<file path="config.mk">
export PLATFORM = sky130hd
export DESIGN_NAME = keypad_display_driver_flat
export DESIGN_NICKNAME = d
export VERILOG_FILES = /design/src/rtl/keypad_display_if.sv /design/src/rtl/keypad_display_driver.sv /design/src/flat_wrapper.sv
export SDC_FILE = /design/constraint.sdc
export NUM_CORES = 1
export LEC_CHECK = 0
export CORE_MARGIN = 10
export CORE_UTILIZATION = 30
export CTS_CLUSTER_SIZE = 28
export DETAILED_ROUTE_END_ITERATION = 12
export GPL_TIMING_DRIVEN = 0
export PLACE_DENSITY_LB_ADDON = 0.08
export SYNTH_ARGS = -nofsm -noshare
export SYNTH_HDL_FRONTEND = slang
export SYNTH_SLANG_ARGS = --single-unit
</file>
<file path="constraint.sdc">
create_clock -name clk -period 3.95 [get_ports clk]
set_input_delay 0.5925 -clock clk [delete_from_list [all_inputs] [get_ports clk]]
set_output_delay 0.5925 -clock clk [all_outputs]
set_load 0.02 [all_outputs]
</file>
<file path="src/rtl/keypad_display_if.sv">
// Bundles the scanner-side key inputs and the display-side outputs of the
// keypad display driver so both ends can be wired with a single port.
interface keypad_display_if;
    logic [15:0] buffer;
    logic [3:0]  valid;
    logic [3:0]  an;
    logic [7:0]  seg;
    logic        frame_tick;

    modport master (
        output buffer,
        output valid,
        input  an,
        input  seg,
        input  frame_tick
    );

    modport slave (
        input  buffer,
        input  valid,
        output an,
        output seg,
        output frame_tick
    );
endinterface

</file>
<file path="src/rtl/keypad_display_driver.sv">
// Multiplexes four recorded key codes onto a 4-digit common-anode 7-segment display,
// latching inputs only at frame boundaries and flashing digit 0's dp on a new key.
module keypad_display_driver #(
    parameter logic [15:0] REFRESH_DIV  = 16'd50000,
    parameter logic [3:0]  FLASH_FRAMES = 4'd8
) (
    input  logic             clk,
    input  logic             resetn,
    keypad_display_if.slave  bus
);

    localparam logic [15:0] DIV_LAST = REFRESH_DIV - 16'd1;

    logic [15:0] divCount_q, divCount_d;
    logic [1:0]  digit_q, digit_d;
    logic [15:0] bufLatch_q, bufLatch_d;
    logic [3:0]  validLatch_q, validLatch_d;
    logic [3:0]  flash_q, flash_d;
    logic [3:0]  an_q, an_d;
    logic [7:0]  seg_q, seg_d;
    logic        tick_q, tick_d;

    logic        lastDiv;
    logic        frameEnd;
    logic        inputsChanged;
    logic [7:0]  segHex;

    function automatic logic [7:0] hexSeg(input logic [3:0] nibble);
        logic [7:0] pattern;
        pattern = 8'hFF;
        case (nibble)
            4'h0: pattern = 8'hC0;
            4'h1: pattern = 8'hF9;
            4'h2: pattern = 8'hA4;
            4'h3: pattern = 8'hB0;
            4'h4: pattern = 8'h99;
            4'h5: pattern = 8'h92;
            4'h6: pattern = 8'h82;
            4'h7: pattern = 8'hF8;
            4'h8: pattern = 8'h80;
            4'h9: pattern = 8'h90;
            4'hA: pattern = 8'h88;
            4'hB: pattern = 8'h83;
            4'hC: pattern = 8'hC6;
            4'hD: pattern = 8'hA1;
            4'hE: pattern = 8'h86;
            4'hF: pattern = 8'h8E;
            default: pattern = 8'hFF;
        endcase
        return pattern;
    endfunction

    // Next-state: refresh divider, digit scan, frame-boundary capture, dp flash, output regs.
    always_comb begin
        divCount_d   = divCount_q + 16'd1;
        digit_d      = digit_q;
        bufLatch_d   = bufLatch_q;
        validLatch_d = validLatch_q;
        flash_d      = flash_q;
        tick_d       = 1'b0;

        lastDiv       = (divCount_q == DIV_LAST);
        frameEnd      = lastDiv && (digit_q == 2'd3);
        inputsChanged = (bus.buffer != bufLatch_q) || (bus.valid != validLatch_q);

        if (lastDiv) begin
            divCount_d = 16'd0;
            digit_d    = digit_q + 2'd1;
        end

        // A fresh newest key reloads the flash; otherwise it only ages once per frame.
        if (frameEnd) begin
            bufLatch_d   = bus.buffer;
            validLatch_d = bus.valid;
            tick_d       = 1'b1;
            if (inputsChanged && bus.valid[0]) begin
                flash_d = FLASH_FRAMES;
            end else if (flash_q != 4'd0) begin
                flash_d = flash_q - 4'd1;
            end
        end

        segHex = hexSeg(bufLatch_q[{digit_q, 2'b00} +: 4]);
        an_d   = ~(4'b0001 << digit_q);
        seg_d  = {~((digit_q == 2'd0) && (flash_q != 4'd0) && validLatch_q[0]),
                  validLatch_q[digit_q] ? segHex[6:0] : 7'h7F};
    end

    // State register with synchronous active-low reset; reset leaves the display dark.
    always_ff @(posedge clk) begin
        if (!resetn) begin
            divCount_q   <= 16'd0;
            digit_q      <= 2'd0;
            bufLatch_q   <= 16'd0;
            validLatch_q <= 4'd0;
            flash_q      <= 4'd0;
            an_q         <= 4'hF;
            seg_q        <= 8'hFF;
            tick_q       <= 1'b0;
        end else begin
            divCount_q   <= divCount_d;
            digit_q      <= digit_d;
            bufLatch_q   <= bufLatch_d;
            validLatch_q <= validLatch_d;
            flash_q      <= flash_d;
            an_q         <= an_d;
            seg_q        <= seg_d;
            tick_q       <= tick_d;
        end
    end

    assign bus.an         = an_q;
    assign bus.seg        = seg_q;
    assign bus.frame_tick = tick_q;

endmodule
</file>
<file path="src/flat_wrapper.sv">
// flat-port wrapper written by rule: the top's interface ports become plain ports
module keypad_display_driver_flat 
#(
    parameter logic [15:0] REFRESH_DIV  = 16'd50000,
    parameter logic [3:0]  FLASH_FRAMES = 4'd8
)
  (clk, resetn, bus_buffer, bus_valid, bus_an, bus_seg, bus_frame_tick);
  keypad_display_if bus_i ();
  input  logic clk;
  input  logic resetn;
  input wire logic [$bits(bus_i.buffer)-1:0] bus_buffer;
  input wire logic [$bits(bus_i.valid)-1:0] bus_valid;
  output wire logic [$bits(bus_i.an)-1:0] bus_an;
  output wire logic [$bits(bus_i.seg)-1:0] bus_seg;
  output wire logic [$bits(bus_i.frame_tick)-1:0] bus_frame_tick;
  assign bus_i.buffer = bus_buffer;
  assign bus_i.valid = bus_valid;
  assign bus_an = bus_i.an;
  assign bus_seg = bus_i.seg;
  assign bus_frame_tick = bus_i.frame_tick;
  keypad_display_driver #(.REFRESH_DIV(REFRESH_DIV), .FLASH_FRAMES(FLASH_FRAMES)) u_core (.clk(clk), .resetn(resetn), .bus(bus_i));
endmodule
</file>
==> flow_summary_export.csv, run 1 <==
group,metric,value,unit
synthesis,async_flop_share,0,
synthesis,synth_area_leader_cell,"dfxtp_1",
detailed_routing,drtPass1Iterations,4,
placed_design,io_buffers,33,
global_routing,antenna_found_initial,0,
outcome,outcome,"finished clean",
floorplan,initial_utilization,0.306,
timing,finClkSkew,9.91,ps
critical_path,path_cells,"ha_1, nand3_1, nor4_4, nand3_1, nand2_1, clkbuf_1, nor2_1",
critical_path,critPathBufInv,1,
timing,fin_crit_sh,0.539,
synthesis,ys_ff_latch,55,
global_routing,grt_pass1_vias,2026,
synthesis,synth.area.top_cells,"dfxtp_1 (41%), mux2i_1 (8.3%), xor2_1 (6.3%), ha_1 (5.6%), nor2_1 (5.4%)",
layout,fin_nets,351,
critical_path,crit_path_max_fanout,10,
global_routing,grt_max_degree,16,
power,p_total,0.964,mW
cts,clock-sinks,55,
placed_design,routabilityCongestion,0.778,
cts,cts_resized,0,
timing,setup_viol,0,
layout,fill_cells,908,
timing,slew-limit-headroom,0.661,
floorplan,fp-row-count,34,
critical_path,crit_arrival,2320,ps
synthesis,syn_nets,311,
power,ir_drop,0.000135,V
global_routing,grt_overflow,0,
power,cellInternalPower,0.746,mW
placed_design,hpwl,4.65,mm
detailed_routing,drc,0,
timing,fmax,0.470,GHz
cts,htreeDepth,2,
floorplan,fp.coreArea,0.00868,mm2
hold_path,hold_class,"register to register",
hold_path,min_to,"u_core.divCount_q[0]",
power,p_leak,1.29,nW
power,powerDensity,299,mW/mm2
power,seq_power_share,0.580,
synthesis,ys_warn_count,0,
layout,drive_above_1_share,0.0692,
cts,cts_hold_buf,0,
global_routing,grt_pass1_wl,10.3,mm
detailed_routing,wl_per_cell,14.4,um
power,clkPwrFrac,0.365,
timing,tns,0,ps
critical_path,crit_family,"simple AND/OR/NAND/NOR gates",
synthesis,synth_area_per_cell,9.59,um2
floorplan,die_area,0.0130,mm2
hold_path,holdPathStages,1,
critical_path,slowest_delay,380,ps
placed_design,placedInstanceArea,0.00312,mm2
layout,multi_input_area,0.00147,mm2
detailed_routing,num_vias,1981,
critical_path,crit_path_start_kind,"register",
floorplan,fp.dieH,114,um
layout,syn_to_final_growth,21.3,%
synthesis,synth_top_area_frac,0.414,
detailed_routing,viasPerCell,4.65,
timing,finalCriticalPeriod,2130,ps
critical_path,path_common_cell,"nand3_1",
layout,antenna_cells,0,
critical_path,r2r_start,"u_core.divCount_q[0]",
critical_path,rrSetupSlack,1820,ps
critical_path,rr_endpoint,"u_core.divCount_q[7]",
synthesis,ys_types,38,
cts,path_clk_slew,90,ps
flow_run,maxCapViolCount,0,
power,switching_share,0.226,
power,switchingPower,0.218,mW
cts,clock_path_buffers,2,
power,combPwrFrac,0.055,
cts,cts_buffers,5,
cts,clock_latency,310,ps
timing,tightestPinTransition,509,ps
critical_path,cp.required,4140,ps
hold_path,hold_start,"u_core.divCount_q[0]",
critical_path,path_class,"register to register",
floorplan,die_x,114,um
synthesis,synth_edf_count,0,
timing,rsz0062_at_grt,"false",
synthesis,syn_area,0.00266,mm2
detailed_routing,wirelength,6.14,mm
timing,final_max_slew_viol_count,0,
cts,cts_root_buf,"clkbuf_8",
global_routing,grt_usage,0.0978,
layout,regArea,0.00110,mm2
cts,cts_setup_buffers,0,
synthesis,synth_flop_cell,"dfxtp_1",
layout,final_area,0.00322,mm2
synthesis,syn_inst,277,
cts,cts_tree,"built",
floorplan,ios,35,
timing,finalHoldViolations,0,
critical_path,r2r_cells,7,
critical_path,end_kind,"register",
detailed_routing,drtAntennaViolNets,0,
detailed_routing,drt-initial-drc-count,62,
synthesis,ys_seq_area_frac,0.414,
critical_path,cp_slowest_cell,"clkbuf_1",
[how the worst max path moves through the flow]
stage,from,depth (start not counted),endpoint,slack [ps]
2_1_floorplan,u_core.digit_q[0],6,u_core.bus.seg[1],2070
3_3_place_gp,bus_buffer[12],7,u_core.flash_q[1],1530
3_5_place_dp,bus_buffer[5],7,u_core.flash_q[1],1510
4_1_cts,u_core.divCount_q[0],7,u_core.divCount_q[7],1750
5_1_grt,u_core.divCount_q[0],7,u_core.divCount_q[6],1500
6_report,u_core.divCount_q[0],7,u_core.divCount_q[7],1820
[metal layers]
metal / routed length (um) / GRT usage / up-vias
met2: 2670 / 0.148 / 30
met4: 57 / 0.0301 / 0
met5: 0 / 0 / -
met1: 3080 / 0.129 / 913
met3: 333 / 0.0299 / 6
li1: - / - / 1032
[cell usage after synthesis (all sizes together) (4+ instances only)]
cell,instances
a21oi,9
and3,5
buf,4
clkbuf,6
dfxtp,55
ha,12
inv,10
mux2i,22
mux4,5
nand2,20
nand3,9
nand4,5
nor2,38
nor4,6
o21ai,8
o221ai,5
or3,5
xnor2,14
xor2,19
[through the flow]
stage / util / cells / hold WS, ps / setup WS, ps
finish: 0.371 / 426 / 454 / 1820
detailed placement: 0.360 / 418 / 437 / 1510
global placement: 0.360 / 418 / 430 / 1530
CTS: 0.371 / 426 / 458 / 1750
floorplan: - / 277 / 413 / 2070
global route: 0.371 / 426 / 476 / 1500
[placed cells by master (no fill, tap or decap), types with 2 or more instances in the layout]
cell type,instances
nor4_1,4
xnor2_1,14
nor2_1,38
or3_1,5
and2_1,2
o221ai_1,5
nand3_1,9
mux4_2,5
mux2i_1,22
nand2_1,20
ha_1,12
nor3_1,3
inv_1,10
a21o_1,2
clkdlybuf4s50_1,33
dfxtp_1,55
o21ai_0,8
xor2_1,19
clkbuf_1,7
buf_2,4
a21oi_1,9
and3_1,5
nand4_1,4
clkbuf_8,7
[sequential cells by signal, summed over array words and instances, names as in the netlist]
name and cells:
u_core.bufLatch_q 16, u_core.divCount_q 16, u_core.bus.seg 8, u_core.bus.an 4, u_core.flash_q 4, u_core.validLatch_q 4
u_core.digit_q 2, u_core.bus.frame_tick 1
[kinds of logic (layout without fill, tap and decap cells)]
group | count (synthesis) | after routing | share of synthesized area
muxes | 27 | 27 | 0.125
DFF | 55 | 55 | 0.414
buffers and inverters | 21 | 62 | 0.0315
xor gates and xnor gates | 33 | 33 | 0.109
and+or+nand+nor | 101 | 101 | 0.197
adders and majority gates | 12 | 12 | 0.0565
AOI/OAI and AO/OA | 28 | 28 | 0.0669
[cell type report]
cell class | count | share of cell area
clock buffer | 8 | 0.0311
inverter | 11 | 0.0128
sequential | 55 | 0.342
timing repair buffer | 33 | 0.102
tap | 108 | 0.0419
multi-input combinational | 201 | 0.457
buffer | 10 | 0.0132
[power groups by stage]
| stage | Combinational, mW | Sequential (mW) | Clock [mW] |
|---|---|---|---|
| final | 0.0529 | 0.559 | 0.352 |
| after global routing | 0.0588 | 0.560 | 0.386 |
| after CTS | 0.0542 | 0.559 | 0.366 |
| after detailed placement | 0.0538 | 0.572 | 0 |
| after global placement | 0.0539 | 0.572 | 0 |
| after floorplan | 0.0196 | 0.572 | 0 |
Power figures use the tool's default switching activity.
==> run 2: changes to the inputs <==
clock period = 2.15 ns   (was 3.95 ns; I/O delays follow)
==> run 2 against run 1 <==
Global-route usage about the same. Routed wire length increased by 1.2%. Sequential share of layout area decreased by 0.48 points. Setup slack got worse by 1700 ps. Core utilization increased by 0.62 points. Count of clock-buffer cells in the layout unchanged. Largest power group unchanged. Highest routed layer unchanged.
==> flow_summary_export.csv, run 2 (synthesized netlist as in run 1, its figures left out) <==
group,metric,value,unit
cts,clock_path_buffers,2,
layout,multi_input_area,0.00149,mm2
power,cellInternalPower,1.37,mW
cts,cts_hold_buf,0,
timing,slew-limit-headroom,0.650,
cts,path_clk_slew,100,ps
timing,finClkSkew,7.98,ps
critical_path,path_class,"register to register",
power,ir_drop,0.000253,V
layout,utilization,0.378,
critical_path,worstSetupStartpoint,"u_core.divCount_q[0]",
critical_path,end_kind,"register",
placed_design,placedInstanceArea,0.00312,mm2
timing,fin_crit_sh,0.933,
layout,syn_to_final_growth,23.3,%
global_routing,antenna_found_initial,0,
global_routing,grt_overflow,0,
timing,tightestPinTransition,525,ps
timing,setup_viol,0,
global_routing,grt_usage,0.0974,
critical_path,cp.required,2390,ps
critical_path,slowest_delay,410,ps
global_routing,grt_pass1_wl,10.2,mm
hold_path,min_to,"u_core.bus.an[1]",
placed_design,hpwl,4.65,mm
floorplan,initial_utilization,0.306,
critical_path,r2r_start,"u_core.divCount_q[0]",
hold_path,hold_class,"input port to register",
critical_path,crit_arrival,2250,ps
critical_path,rrSetupSlack,150,ps
power,p_leak,1.31,nW
cts,cts_buffers,5,
detailed_routing,drc,0,
power,powerDensity,541,mW/mm2
placed_design,routabilityCongestion,0.778,
timing,rsz0062_at_grt,"false",
hold_path,holdPathStages,2,
global_routing,grt_pass1_vias,2028,
cts,htreeDepth,2,
critical_path,cp_slowest_cell,"or3_4",
power,switching_share,0.226,
critical_path,path_cells,"ha_2, nand3_2, nor4_4, nand4_4, or3_4, a21o_1, a21oi_1",
placed_design,io_buffers,33,
layout,regArea,0.00110,mm2
detailed_routing,viasPerCell,4.67,
floorplan,fp-row-count,34,
floorplan,ios,35,
outcome,outcome,"finished clean",
floorplan,die_area,0.0130,mm2
global_routing,grt_max_degree,16,
detailed_routing,drtAntennaViolNets,0,
layout,final_area,0.00328,mm2
layout,drive_above_1_share,0.109,
critical_path,rr_endpoint,"u_core.flash_q[1]",
power,seq_power_share,0.580,
critical_path,crit_path_max_fanout,8,
critical_path,crit_path_start_kind,"register",
layout,layout_commonest_cell,"dfxtp_1",
cts,clock_latency,310,ps
detailed_routing,wirelength,6.21,mm
cts,cts_root_buf,"clkbuf_8",
power,switchingPower,0.400,mW
detailed_routing,wl_per_cell,14.5,um
floorplan,fp.coreArea,0.00868,mm2
floorplan,die_x,114,um
hold_path,hold_start,"resetn",
layout,final_cell_mix,"dfxtp_1 (53), nor2_1 (38), clkdlybuf4s50_1 (33), mux2i_1 (22)",
power,clkPwrFrac,0.365,
detailed_routing,num_vias,2005,
layout,antenna_cells,0,
detailed_routing,drtPass1Iterations,4,
cts,clock-sinks,55,
timing,final_max_slew_viol_count,0,
cts,cts_tree,"built",
critical_path,r2r_cells,7,
floorplan,fp.dieH,114,um
flow_run,maxCapViolCount,0,
power,combPwrFrac,0.055,
timing,finalCriticalPeriod,2000,ps
layout,fin_nets,354,
timing,fmax,0.499,GHz
layout,fill_cells,911,
timing,finalHoldViolations,0,
detailed_routing,drt-initial-drc-count,58,
## run 2: cell types whose count changed in the layout (fill, tap and decap cells not counted), sizes merged
cell | before | now
buf | 4 | 8
clkbuf | 14 | 13
## run 2: worst max-delay path: cells and delay by family, from the launching register on
kind | cells | cell delay [ps]
AOI/OAI and AO/OA | 2 | 300
adders and majority gates | 1 | 200
DFF | 1 | 350
and+or+nand+nor | 4 | 1080
## run 2: final cells by class
class | count | area share
Buffer | 9 | 0.0141
Tap cell | 108 | 0.0412
Sequential cell | 55 | 0.337
Inverter | 11 | 0.0126
Clock buffer | 8 | 0.0305
Multi-Input combinational cell | 201 | 0.455
Timing Repair Buffer | 37 | 0.110
## run 2: timing repair
item	in CTS	in global routing
buffers inserted	0	4
setup endpoints to repair	10	37
resized for setup	0	13
pin swaps	0	2
## run 2: per-stage QoR
step / power [mW] / TNS [ps] / worst slack (ps) / cells / hold WS, ps
finish: 1.77 / 0 / 145 / 429 / 406
CTS: 1.80 / 0 / 27.5 / 425 / 401
global route: 1.85 / 0 / 18.3 / 429 / 435
detailed placement: 1.15 / -357 / -40.2 / 418 / 437
global placement: 1.15 / -229 / -30.6 / 418 / 430
floorplan: 1.09 / 0 / 274 / 277 / 413
## run 2: worst max path at each step
stage,depth (start not counted),to,slack [ps]
finish,7,u_core.flash_q[1],150
floorplan,6,u_core.bus.seg[1],270
CTS,6,u_core.bus.seg[1],30
detailed placement,7,u_core.divCount_q[7],-40
global route,7,u_core.flash_q[1],20
global placement,7,u_core.divCount_q[14],-30
## run 2: layer usage
metal  up-vias  global-route usage  share of wire
met5         -                   0              0
met1       933               0.129           0.50
met4         0              0.0301         0.0085
met3         4              0.0299          0.048
li1       1041                   -              -
met2        27               0.148           0.44
## run 2: power by group through the flow
| stage | sequential (mW) | combinational (mW) | clock, mW |
|---|---|---|---|
| 2_1_floorplan | 1.05 | 0.0360 | 0 |
| 3_3_place_gp | 1.05 | 0.0990 | 0 |
| 3_5_place_dp | 1.05 | 0.0989 | 0 |
| 4_1_cts | 1.03 | 0.0991 | 0.673 |
| 5_1_grt | 1.03 | 0.108 | 0.710 |
| 6_report | 1.03 | 0.0976 | 0.646 |
